**config.mk**
```make
export PLATFORM = sky130hd
export DESIGN_NAME = addsub64_multicycle_flat
export DESIGN_NICKNAME = d
export VERILOG_FILES = /design/src/rtl/addsub64_multicycle_if.sv /design/src/rtl/addsub64_multicycle.sv /design/src/flat_wrapper.sv
export SDC_FILE = /design/constraint.sdc
export NUM_CORES = 1
export LEC_CHECK = 0
export ABC_AREA = 1
export BUFFER_PORTS_ARGS = -buffer_cell sky130_fd_sc_hd__buf_2
export CAP_MARGIN = 0
export CORE_ASPECT_RATIO = 1.5
export CORE_MARGIN = 1
export CORE_UTILIZATION = 57
export DETAILED_ROUTE_END_ITERATION = 8
export GPL_ROUTABILITY_DRIVEN = 0
export GPL_TIMING_DRIVEN = 0
export PLACE_DENSITY = 0.84
export RECOVER_POWER = 25
export SLEW_MARGIN = 20
export SYNTH_ARGS = -nofsm -noshare
export SYNTH_HDL_FRONTEND = slang
export SYNTH_SLANG_ARGS = --single-unit
```
**constraint.sdc**
```tcl
create_clock -name clk -period 3.9 [get_ports clk]
set_clock_uncertainty 0.1 [all_clocks]
set_input_delay 0.585 -clock clk [delete_from_list [all_inputs] [get_ports clk]]
set_output_delay 0.585 -clock clk [all_outputs]
set_load 0.005 [all_outputs]
```
**src/rtl/addsub64_multicycle_if.sv**
```systemverilog
// addsub64_multicycle_if
// Operand and result handshake bundle for the multi-cycle 64-bit adder/subtractor.
// The operand side carries A, B, Cin and sub under in_valid/in_ready.
// The result side carries S and Cout under out_valid/out_ready.
// The signed-overflow flag V exists only when OVERFLOW_FLAG_EN is defined.
interface addsub64_multicycle_if;
    logic        in_valid;
    logic        in_ready;
    logic [63:0] A;
    logic [63:0] B;
    logic        Cin;
    logic        sub;
    logic        out_valid;
    logic        out_ready;
    logic [63:0] S;
    logic        Cout;
`ifdef OVERFLOW_FLAG_EN
    logic        V;

    modport master (
        output in_valid, A, B, Cin, sub, out_ready,
        input  in_ready, out_valid, S, Cout, V
    );

    modport slave (
        input  in_valid, A, B, Cin, sub, out_ready,
        output in_ready, out_valid, S, Cout, V
    );
`else
    modport master (
        output in_valid, A, B, Cin, sub, out_ready,
        input  in_ready, out_valid, S, Cout
    );

    modport slave (
        input  in_valid, A, B, Cin, sub, out_ready,
        output in_ready, out_valid, S, Cout
    );
`endif
endinterface

```
**src/rtl/addsub64_multicycle.sv**
```systemverilog
// addsub64_multicycle
// Area-lean 64-bit adder/subtractor. It processes one CHUNK_W-bit slice per clock
// and keeps the carry in a register between slices.
// Operation of each state:
//   IDLE - accept operands; B is pre-inverted for subtraction.
//   BUSY - N = 64/CHUNK_W slice cycles.
//   DONE - hold the registered result until out_ready.
// Optional feature macro: OVERFLOW_FLAG_EN adds the signed-overflow output V.
module addsub64_multicycle #(
    parameter int CHUNK_W = 16
) (
    input  logic                 clk,
    input  logic                 rst_n,
    addsub64_multicycle_if.slave bus
);

    localparam int N     = 64 / CHUNK_W;
    localparam int CNT_W = (N > 1) ? $clog2(N) : 1;
    localparam int SH    = $clog2(CHUNK_W);

    typedef enum logic [1:0] {
        IDLE = 2'd0,
        BUSY = 2'd1,
        DONE = 2'd2
    } state_t;

    state_t             state_r;
    logic [63:0]        a_r;
    logic [63:0]        b_r;
    logic [63:0]        work_r;
    logic [63:0]        s_r;
    logic               carry_r;
    logic               cout_r;
    logic               in_ready_r;
    logic               out_valid_r;
    logic [CNT_W-1:0]   cnt_r;

    logic [5:0]         slice_lsb_s;
    logic [CHUNK_W-1:0] slice_a_s;
    logic [CHUNK_W-1:0] slice_b_s;
    logic [CHUNK_W:0]   slice_sum_s;
    logic [63:0]        work_next_s;
    logic               last_s;

`ifdef OVERFLOW_FLAG_EN
    logic               v_r;
    logic               v_s;
`endif

    // Slice datapath: add the selected slices plus the held carry, and merge the sum into the work word.
    always_comb begin
        slice_lsb_s = 6'(cnt_r) << SH;
        slice_a_s   = a_r[slice_lsb_s +: CHUNK_W];
        slice_b_s   = b_r[slice_lsb_s +: CHUNK_W];
        slice_sum_s = {1'b0, slice_a_s} + {1'b0, slice_b_s} + {{CHUNK_W{1'b0}}, carry_r};
        work_next_s = work_r;
        work_next_s[slice_lsb_s +: CHUNK_W] = slice_sum_s[CHUNK_W-1:0];
        last_s      = (cnt_r == CNT_W'(N - 1));
    end

`ifdef OVERFLOW_FLAG_EN
    // Overflow: carry into bit 63 is a^b^sum at bit 63; XOR it with the carry out of bit 63.
    always_comb begin
        v_s = a_r[63] ^ b_r[63] ^ work_next_s[63] ^ slice_sum_s[CHUNK_W];
    end
`endif

    // Control FSM: operand capture, slice sequencing and the result handshake, with registered outputs.
    always_ff @(posedge clk or negedge rst_n) begin
        if (!rst_n) begin
            state_r     <= IDLE;
            a_r         <= 64'd0;
            b_r         <= 64'd0;
            work_r      <= 64'd0;
            s_r         <= 64'd0;
            carry_r     <= 1'b0;
            cout_r      <= 1'b0;
            in_ready_r  <= 1'b1;
            out_valid_r <= 1'b0;
            cnt_r       <= {CNT_W{1'b0}};
`ifdef OVERFLOW_FLAG_EN
            v_r         <= 1'b0;
`endif
        end else begin
            case (state_r)
                IDLE: begin
                    if (bus.in_valid) begin
                        a_r        <= bus.A;
                        b_r        <= bus.sub ? ~bus.B : bus.B;
                        // Subtraction is A + ~B + 1 - Cin, so the initial carry is ~Cin.
                        carry_r    <= bus.sub ? ~bus.Cin : bus.Cin;
                        cnt_r      <= {CNT_W{1'b0}};
                        in_ready_r <= 1'b0;
                        state_r    <= BUSY;
                    end
                end
                BUSY: begin
                    work_r  <= work_next_s;
                    carry_r <= slice_sum_s[CHUNK_W];
                    if (last_s) begin
                        s_r         <= work_next_s;
                        cout_r      <= slice_sum_s[CHUNK_W];
`ifdef OVERFLOW_FLAG_EN
                        v_r         <= v_s;
`endif
                        cnt_r       <= {CNT_W{1'b0}};
                        out_valid_r <= 1'b1;
                        state_r     <= DONE;
                    end else begin
                        cnt_r <= cnt_r + CNT_W'(1);
                    end
                end
                DONE: begin
                    if (bus.out_ready) begin
                        out_valid_r <= 1'b0;
                        in_ready_r  <= 1'b1;
                        state_r     <= IDLE;
                    end
                end
                default: begin
                    out_valid_r <= 1'b0;
                    in_ready_r  <= 1'b1;
                    state_r     <= IDLE;
                end
            endcase
        end
    end

    assign bus.in_ready  = in_ready_r;
    assign bus.out_valid = out_valid_r;
    assign bus.S         = s_r;
    assign bus.Cout      = cout_r;
`ifdef OVERFLOW_FLAG_EN
    assign bus.V         = v_r;
`endif

endmodule

```
**src/flat_wrapper.sv**
```systemverilog
// flat-port wrapper written by rule: the top's interface ports become plain ports
module addsub64_multicycle_flat 
#(
    parameter int CHUNK_W = 16
)
  (clk, rst_n, bus_in_valid, bus_A, bus_B, bus_Cin, bus_sub, bus_out_ready, bus_in_ready, bus_out_valid, bus_S, bus_Cout);
  addsub64_multicycle_if bus_i ();
  input  logic clk;
  input  logic rst_n;
  input wire logic [$bits(bus_i.in_valid)-1:0] bus_in_valid;
  input wire logic [$bits(bus_i.A)-1:0] bus_A;
  input wire logic [$bits(bus_i.B)-1:0] bus_B;
  input wire logic [$bits(bus_i.Cin)-1:0] bus_Cin;
  input wire logic [$bits(bus_i.sub)-1:0] bus_sub;
  input wire logic [$bits(bus_i.out_ready)-1:0] bus_out_ready;
  output wire logic [$bits(bus_i.in_ready)-1:0] bus_in_ready;
  output wire logic [$bits(bus_i.out_valid)-1:0] bus_out_valid;
  output wire logic [$bits(bus_i.S)-1:0] bus_S;
  output wire logic [$bits(bus_i.Cout)-1:0] bus_Cout;
  assign bus_i.in_valid = bus_in_valid;
  assign bus_i.A = bus_A;
  assign bus_i.B = bus_B;
  assign bus_i.Cin = bus_Cin;
  assign bus_i.sub = bus_sub;
  assign bus_i.out_ready = bus_out_ready;
  assign bus_in_ready = bus_i.in_ready;
  assign bus_out_valid = bus_i.out_valid;
  assign bus_S = bus_i.S;
  assign bus_Cout = bus_i.Cout;
  addsub64_multicycle #(.CHUNK_W(CHUNK_W)) u_core (.clk(clk), .rst_n(rst_n), .bus(bus_i));
endmodule
```
==> results.json, run 1 <==
{
  "run_status": "complete, but fails checks",
  "violations": "max-capacitance violations, max-slew violations",
  "drive_gt1_share_pct": 16.1,
  "numCtsBuffers": 24,
  "synth_cells": 1672,
  "finalWirelength_um": 38500,
  "die_w_um": 126,
  "grt_max_degree": 75,
  "area_growth_pct": 17.6,
  "endpoint_kind": "register",
  "multi_input_area_mm2": 0.00575,
  "period_share_pct": 96.8,
  "fmax_mhz": 265,
  "core-area_mm2": 0.0225,
  "min_path_cells": 3,
  "powerDensity_mw_per_mm2": 1000,
  "switching_share_pct": 49.3,
  "rrSetupSlack_ns": 0.12,
  "hpwl_um": 28500,
  "cpMaxStageDelayCell": "fa_1",
  "async_flop_share_pct": 100,
  "dp_slack_ns": 0.124,
  "slew_violations": 55,
  "setup_viol_count_final": 0,
  "arrival_ns": 4.08,
  "combPwrFrac_pct": 55.1,
  "synth_edf_count": 0,
  "cts.sinks": 264,
  "sequentialPowerShare_pct": 29.3,
  "crit_path_frequent_cell": "nand3_1",
  "drt_first_pass_iters": 6,
  "grt_pass1_vias": 12472,
  "first_iter_violations": 1094,
  "cts_tree": "yes",
  "hold_class": "input port to register",
  "clk_path_buf_depth": 3,
  "dr_total_vias": 12404,
  "clockPowerShare_pct": 15.6,
  "start_util_pct": 58.3,
  "clkLatencyLatePin_ns": 0.53,
  "crit_family": "simple AND/OR/NAND/NOR gates",
  "cts_setup_buffers": 0,
  "finalNonFillerCells": 2195,
  "synth_flop_cell": "dfrtp_1",
  "cts_max_level": 1,
  "critPathMaxStageDelay_ns": 0.47,
  "avgSynthCellArea_um2": 7.83,
  "pin_count": 201,
  "grt_pass1_wl_um": 61900,
  "track_usage_pct": 33.4,
  "critPathLaunchType": "register",
  "register_area_mm2": 0.00661,
  "max-slew-margin-rel_pct": -75.7,
  "min_from": "bus_A[7]",
  "nFillCells": 1829,
  "dp.cells": 2150,
  "period_minus_slack_ns": 3.78,
  "cts_root_buf": "clkbuf_16",
  "path_class": "register to register",
  "viasPerCell": 5.65,
  "rr_endpoint": "u_core.work_r[44]",
  "maxCapViolations": 1,
  "power.switching_mw": 7.61,
  "crit_path_max_fanout": 10,
  "grt_overflow_total": 0,
  "reg2reg_depth": 16,
  "syn_nets": 1829,
  "antenna_found_initial": 0,
  "cp_num_buf_inv": 2,
  "rows": 67,
  "ys_ff_latch": 264,
  "synth.cell_area_mm2": 0.0131,
  "worst_slack_ns": 0.125,
  "vdd_drop_max_mv": 0.617,
  "reg2reg_from": "u_core.cnt_r[0]",
  "leakage_nw": 8.19,
  "die-height_um": 188,
  "wire_per_inst_um": 17.5,
  "ys_types": 32,
  "yosysWarningCount": 0,
  "drc": 0,
  "io_buffers": 199,
  "hold_viol": 0,
  "worstMarginPinSlew_ns": 2.64,
  "holdPathEnd": "u_core.a_r[7]",
  "p_int_mw": 7.83,
  "worstPathRequired_ns": 4.20,
  "yosysSeqAreaShare_pct": 50.5,
  "crit_chain": "clkbuf_4, clkbuf_1, o21ai_0, o22ai_1, fa_1, fa_1, nand3_1, nand3_1, nand3_1, nand3_1, nand2_1, nand2_1, nand3_1, o21ai_0, nand2_1, nand2_1",
  "diodes": 0,
  "die_area_mm2": 0.0236,
  "nets": 2058,
  "path_clk_slew_ns": 0.07,
  "ant_nets": 0
}
## registers in the layout (all words and copies together), names as in the netlist
name                  count
u_core.bus.out_valid      1
u_core.bus.Cout           1
u_core.bus.S             64
u_core.work_r            64
u_core.bus.in_ready       1
u_core.cnt_r              2
u_core.state_r            2
u_core.b_r               64
u_core.a_r               64
u_core.carry_r            1
## worst max path at each step
| stage | start | end | slack, ns | cells past startpoint |
|---|---|---|---|---|
| global route | u_core.cnt_r[0] | u_core.bus.S[23] | -0.04 | 18 |
| finish | u_core.cnt_r[0] | u_core.work_r[44] | 0.12 | 16 |
| CTS | u_core.cnt_r[0] | u_core.bus.S[23] | 0.05 | 18 |
| floorplan | u_core.cnt_r[0] | u_core.work_r[56] | 0.96 | 18 |
| global placement | rst_n | u_core.b_r[26] | -2.44 | 1 |
| detailed placement | u_core.cnt_r[0] | u_core.bus.S[23] | 0.12 | 18 |
## power groups by stage
stage / logic [mW] / registers, mW / clock network, mW
finish: 8.50 / 4.53 / 2.42
global route: 9.29 / 4.61 / 2.53
CTS: 8.14 / 4.49 / 2.42
detailed placement: 8.07 / 4.52 / 0
global placement: 7.84 / 4.48 / 0
floorplan: 5.37 / 4.36 / 0
## cell usage after synthesis (2+ instances only)
master,instances,area [um^2]
ha_1,21,263
xnor2_1,68,596
a21oi_1,8,40.0
dfrtp_1,263,6580
o22ai_1,42,263
nor2_2,3,18.8
xor2_1,6,52.6
o21ai_0,176,881
nand2_1,731,2740
nand2_2,2,12.5
inv_2,2,7.51
o32ai_1,2,17.5
nand3_1,30,150
nor3_1,3,15.0
buf_1,9,33.8
o22ai_2,7,87.6
a31oi_1,3,18.8
clkbuf_1,43,161
nand4_1,16,100
fa_1,2,40.0
buf_2,42,210
inv_1,91,342
o21a_1,2,15.0
nor2_1,84,315
o21ai_1,9,45.0
## cell type report
type / count / area share, %
plain buffers: 94 / 2.73
clock buffers: 36 / 4.79
clock inverters: 8 / 0.488
inverters: 95 / 2.33
multi-input cells: 1219 / 37.3
flip-flops and latches: 264 / 42.9
well taps: 276 / 2.24
repair buffers: 203 / 7.12
## what timing repair did
item / 4_1_cts / 5_1_grt
setup endpoints to repair: 0 / 71
gates resized for setup: 0 / 16
hold buffers: 1 / 0
hold endpoints to repair: 54 / 0
## metal layers
metal | vias up | GRT usage (%) | part of all wire (%)
li1 | 5750 | - | -
met1 | 5788 | 37.5 | 36
met2 | 690 | 57.5 | 49
met3 | 176 | 4.19 | 7.1
met4 | 0 | 26.1 | 8.3
met5 | - | 0 | 0
## cell families (layout without fill, tap and decap cells)
kind of cell    after synthesis  in the layout  synth area share (%)
compound gates              251            251                  10.6
xor+xnor                     74             74                  4.95
fa+ha+maj                    23             23                  2.31
buf+inv                     189            436                  5.84
flops                       264            264                  50.5
simple gates                871            871                  25.8
## per-stage QoR
stage | setup TNS, ns | cell area (um^2) | total power [mW] | util, % | hold WS [ns]
after floorplan | 0 | 13100 | 9.72 | - | 0.189
after global placement | -635.88 | 14400 | 12.3 | 64.2 | 0.356
after detailed placement | 0 | 14500 | 12.6 | 64.6 | 0.360
after CTS | 0 | 15300 | 15.1 | 68.3 | 0.147
after global routing | -0.0575 | 15400 | 16.4 | 68.5 | 0.162
final | 0 | 15400 | 15.4 | 68.5 | 0.151
## worst min-delay path: cells and delay by family
| family | cells | cell delay, ns |
|---|---|---|
| and+or+nand+nor | 2 | 0.08 |
| buffers and inverters | 1 | 0.07 |
## cells in the final DEF, fill, tap and decap left out, drive strengths merged, types with 3 or more instances in the layout
| cell | count |
|---|---|
| nand4 | 16 |
| nor3 | 3 |
| xnor2 | 68 |
| nand3 | 30 |
| o22ai | 49 |
| o21ai | 185 |
| clkinvlp | 4 |
| ha | 21 |
| buf | 247 |
| inv | 94 |
| nand2 | 733 |
| a21oi | 8 |
| xor2 | 6 |
| clkbuf | 84 |
| nor2 | 87 |
| clkinv | 4 |
| a31oi | 3 |
| dfrtp | 263 |
Power figures use the tool's default switching activity.
==> inputs of run 2 (changes only) <==
- CORE_UTILIZATION: 57 -> 47
- PLACE_DENSITY: 0.84 -> 0.72
- SETUP_SLACK_MARGIN: not set -> 0.1
==> run 2 against run 1 <==
  * The run ends with design-rule violations, max-capacitance violations, max-slew violations left
  * Critical path depth increased by 2
  * First-iteration DRC count decreased by 11%
  * Global-route usage decreased by 5.7 points
  * Non-clock buffer count unchanged
  * Final cell count increased by 3.1%
  * Routed wire length increased by 0.90%
  * Sequential power about the same
  * Sequential share of layout area decreased by 0.27 points
  * Combinational power decreased by 0.5%
  * Design area increased by 0.64%
==> results.json, run 2 (synthesis gave the netlist of run 1 again) <==
{
  "hold_viol": 0,
  "rr_endpoint": "u_core.bus.S[23]",
  "met2_length_um": 19600,
  "worstPathRequired_ns": 4.27,
  "worstMarginPinSlew_ns": 2.28,
  "grt_max_degree": 86,
  "worst_slack_ns": 0.285,
  "reg2reg_depth": 18,
  "viasPerCell": 5.28,
  "combPwrFrac_pct": 54.8,
  "leakage_nw": 8.20,
  "finalWirelength_um": 38900,
  "setup_viol_count_final": 0,
  "hpwl_um": 29700,
  "dp_slack_ns": 0.0210,
  "register_area_mm2": 0.00661,
  "cts_root_buf": "clkbuf_16",
  "antenna_found_initial": 0,
  "nFillCells": 2561,
  "met1Wirelength_um": 14600,
  "cts_setup_buffers": 0,
  "grt_pass1_wl_um": 61400,
  "max-slew-margin-rel_pct": -52.1,
  "grt_pass1_vias": 11730,
  "dr.max_layer_used": "met4",
  "clk_path_buf_depth": 3,
  "clockPowerShare_pct": 16.0,
  "place_area_mm2": 0.0146,
  "nets": 2060,
  "cts_tree": "yes",
  "grt_overflow_total": 0,
  "die_area_mm2": 0.0285,
  "run_status": "complete, but fails checks",
  "diodes": 0,
  "period_share_pct": 92.7,
  "period_minus_slack_ns": 3.61,
  "finalNonFillerCells": 2263,
  "layout_commonest_cell": "nand2_1",
  "path_class": "register to register",
  "crit_path_max_fanout": 10,
  "drt_first_pass_iters": 8,
  "dp.cells": 2216,
  "reg2reg_from": "u_core.cnt_r[0]",
  "die-height_um": 206,
  "p_int_mw": 7.88,
  "hold_class": "input port to register",
  "sequentialPowerShare_pct": 29.2,
  "wire_per_inst_um": 17.2,
  "post-route-util_pct": 56.7,
  "critPathLaunchType": "register",
  "final_cell_mix": "nand2_1, dfrtp_1, buf_2",
  "area_growth_pct": 18.3,
  "rsz0062_at_grt": "false",
  "met3_length_um": 2130,
  "cts_max_level": 1,
  "switching_share_pct": 49.0,
  "rrSetupSlack_ns": 0.29,
  "cts.sinks": 264,
  "drc": 18,
  "violations": "design-rule violations, max-capacitance violations, max-slew violations",
  "clkLatencyLatePin_ns": 0.53,
  "crit_path_end": "u_core.bus.S[23]",
  "power.switching_mw": 7.56,
  "vdd_drop_max_mv": 0.543,
  "dr_total_vias": 11955,
  "path_clk_slew_ns": 0.06,
  "multi_input_area_mm2": 0.00575,
  "start_util_pct": 47.9,
  "slew_violations": 39,
  "maxCapViolations": 1,
  "rows": 74,
  "p_total_mw": 15.4,
  "arrival_ns": 3.98,
  "drive_gt1_share_pct": 16.1,
  "pin_count": 201,
  "core-area_mm2": 0.0273,
  "numCtsBuffers": 26,
  "final_area_mm2": 0.0155,
  "powerDensity_mw_per_mm2": 997,
  "fmax_mhz": 277,
  "io_buffers": 199,
  "endpoint_kind": "register",
  "first_iter_violations": 979,
  "cp-startpoint": "u_core.cnt_r[0]",
  "track_usage_pct": 27.7,
  "ant_nets": 0,
  "die_w_um": 138
}
-- run 2: changes by cell type in the layout (fill, tap and decap cells not counted), sizes merged --
| cell | before | now |
|---|---|---|
| clkinvlp | 4 | 0 |
| clkbuf | 84 | 87 |
| clkinv | 4 | 7 |
| buf | 247 | 248 |
| dlymetal6s4s | 1 | 0 |
-- run 2: cell type report --
class,count,share of cell area (%)
Clock inverter,7,0.461
Buffer,94,2.73
Sequential cell,264,42.7
Multi-Input combinational cell,1219,37.1
Tap cell,342,2.76
Clock buffer,39,4.91
Timing Repair Buffer,203,7.02
Inverter,95,2.32
-- run 2: repair_timing --
item | 4_1_cts | 5_1_grt
gates resized for setup | 2 | 19
endpoints found under the hold margin | 38 | 0
pin swaps | 0 | 0
gates cloned | 0 | 0
hold buffers | 1 | 0
setup endpoints to repair | 25 | 75
-- run 2: worst min-delay path by stage --
stage	slack (ns)	cells after the start	end	startpoint
floorplan	0.19	0	u_core.a_r[0]	rst_n
global placement	0.35	2	u_core.bus.in_ready	u_core.bus.in_ready
detailed placement	0.36	2	u_core.bus.in_ready	u_core.bus.in_ready
CTS	0.13	3	u_core.a_r[38]	bus_A[38]
global route	0.15	2	u_core.state_r[1]	bus_out_ready
finish	0.15	3	u_core.a_r[6]	bus_A[6]
-- run 2: critical path: stages, from the launching register on --
cell and delay (ns):
dfrtp_1 0.42, buf_4 0.20, inv_1 0.17, clkbuf_4 0.27, clkbuf_4 0.26, nor2_1 0.06, o22ai_1 0.33, ha_1 0.38
nand2_1 0.16, inv_1 0.05, a21oi_1 0.16, nand2_2 0.12, xor2_1 0.16, nand2_1 0.15, nor2_1 0.22, nand2_1 0.09
nand2_1 0.08, nand2_1 0.07, nand2_1 0.09
-- run 2: through the flow --
step                hold slack [ns]  setup TNS [ns]
global route                  0.148               0
CTS                           0.130               0
global placement              0.351         -677.57
finish                        0.148               0
floorplan                     0.189               0
detailed placement            0.357               0
-- run 2: layer usage --
metal / GRT usage, % / vias up
li1: - / 5750
met1: 31.4 / 5604
met2: 49.7 / 483
met3: 3.17 / 118
met4: 18.9 / 0
met5: 0 / -
-- run 2: power by group through the flow --
stage	combinational (mW)	sequential, mW	clock [mW]
floorplan	5.37	4.36	0
global placement	8.02	4.50	0
detailed placement	8.20	4.52	0
CTS	8.27	4.49	2.50
global route	9.28	4.62	2.62
finish	8.46	4.51	2.47
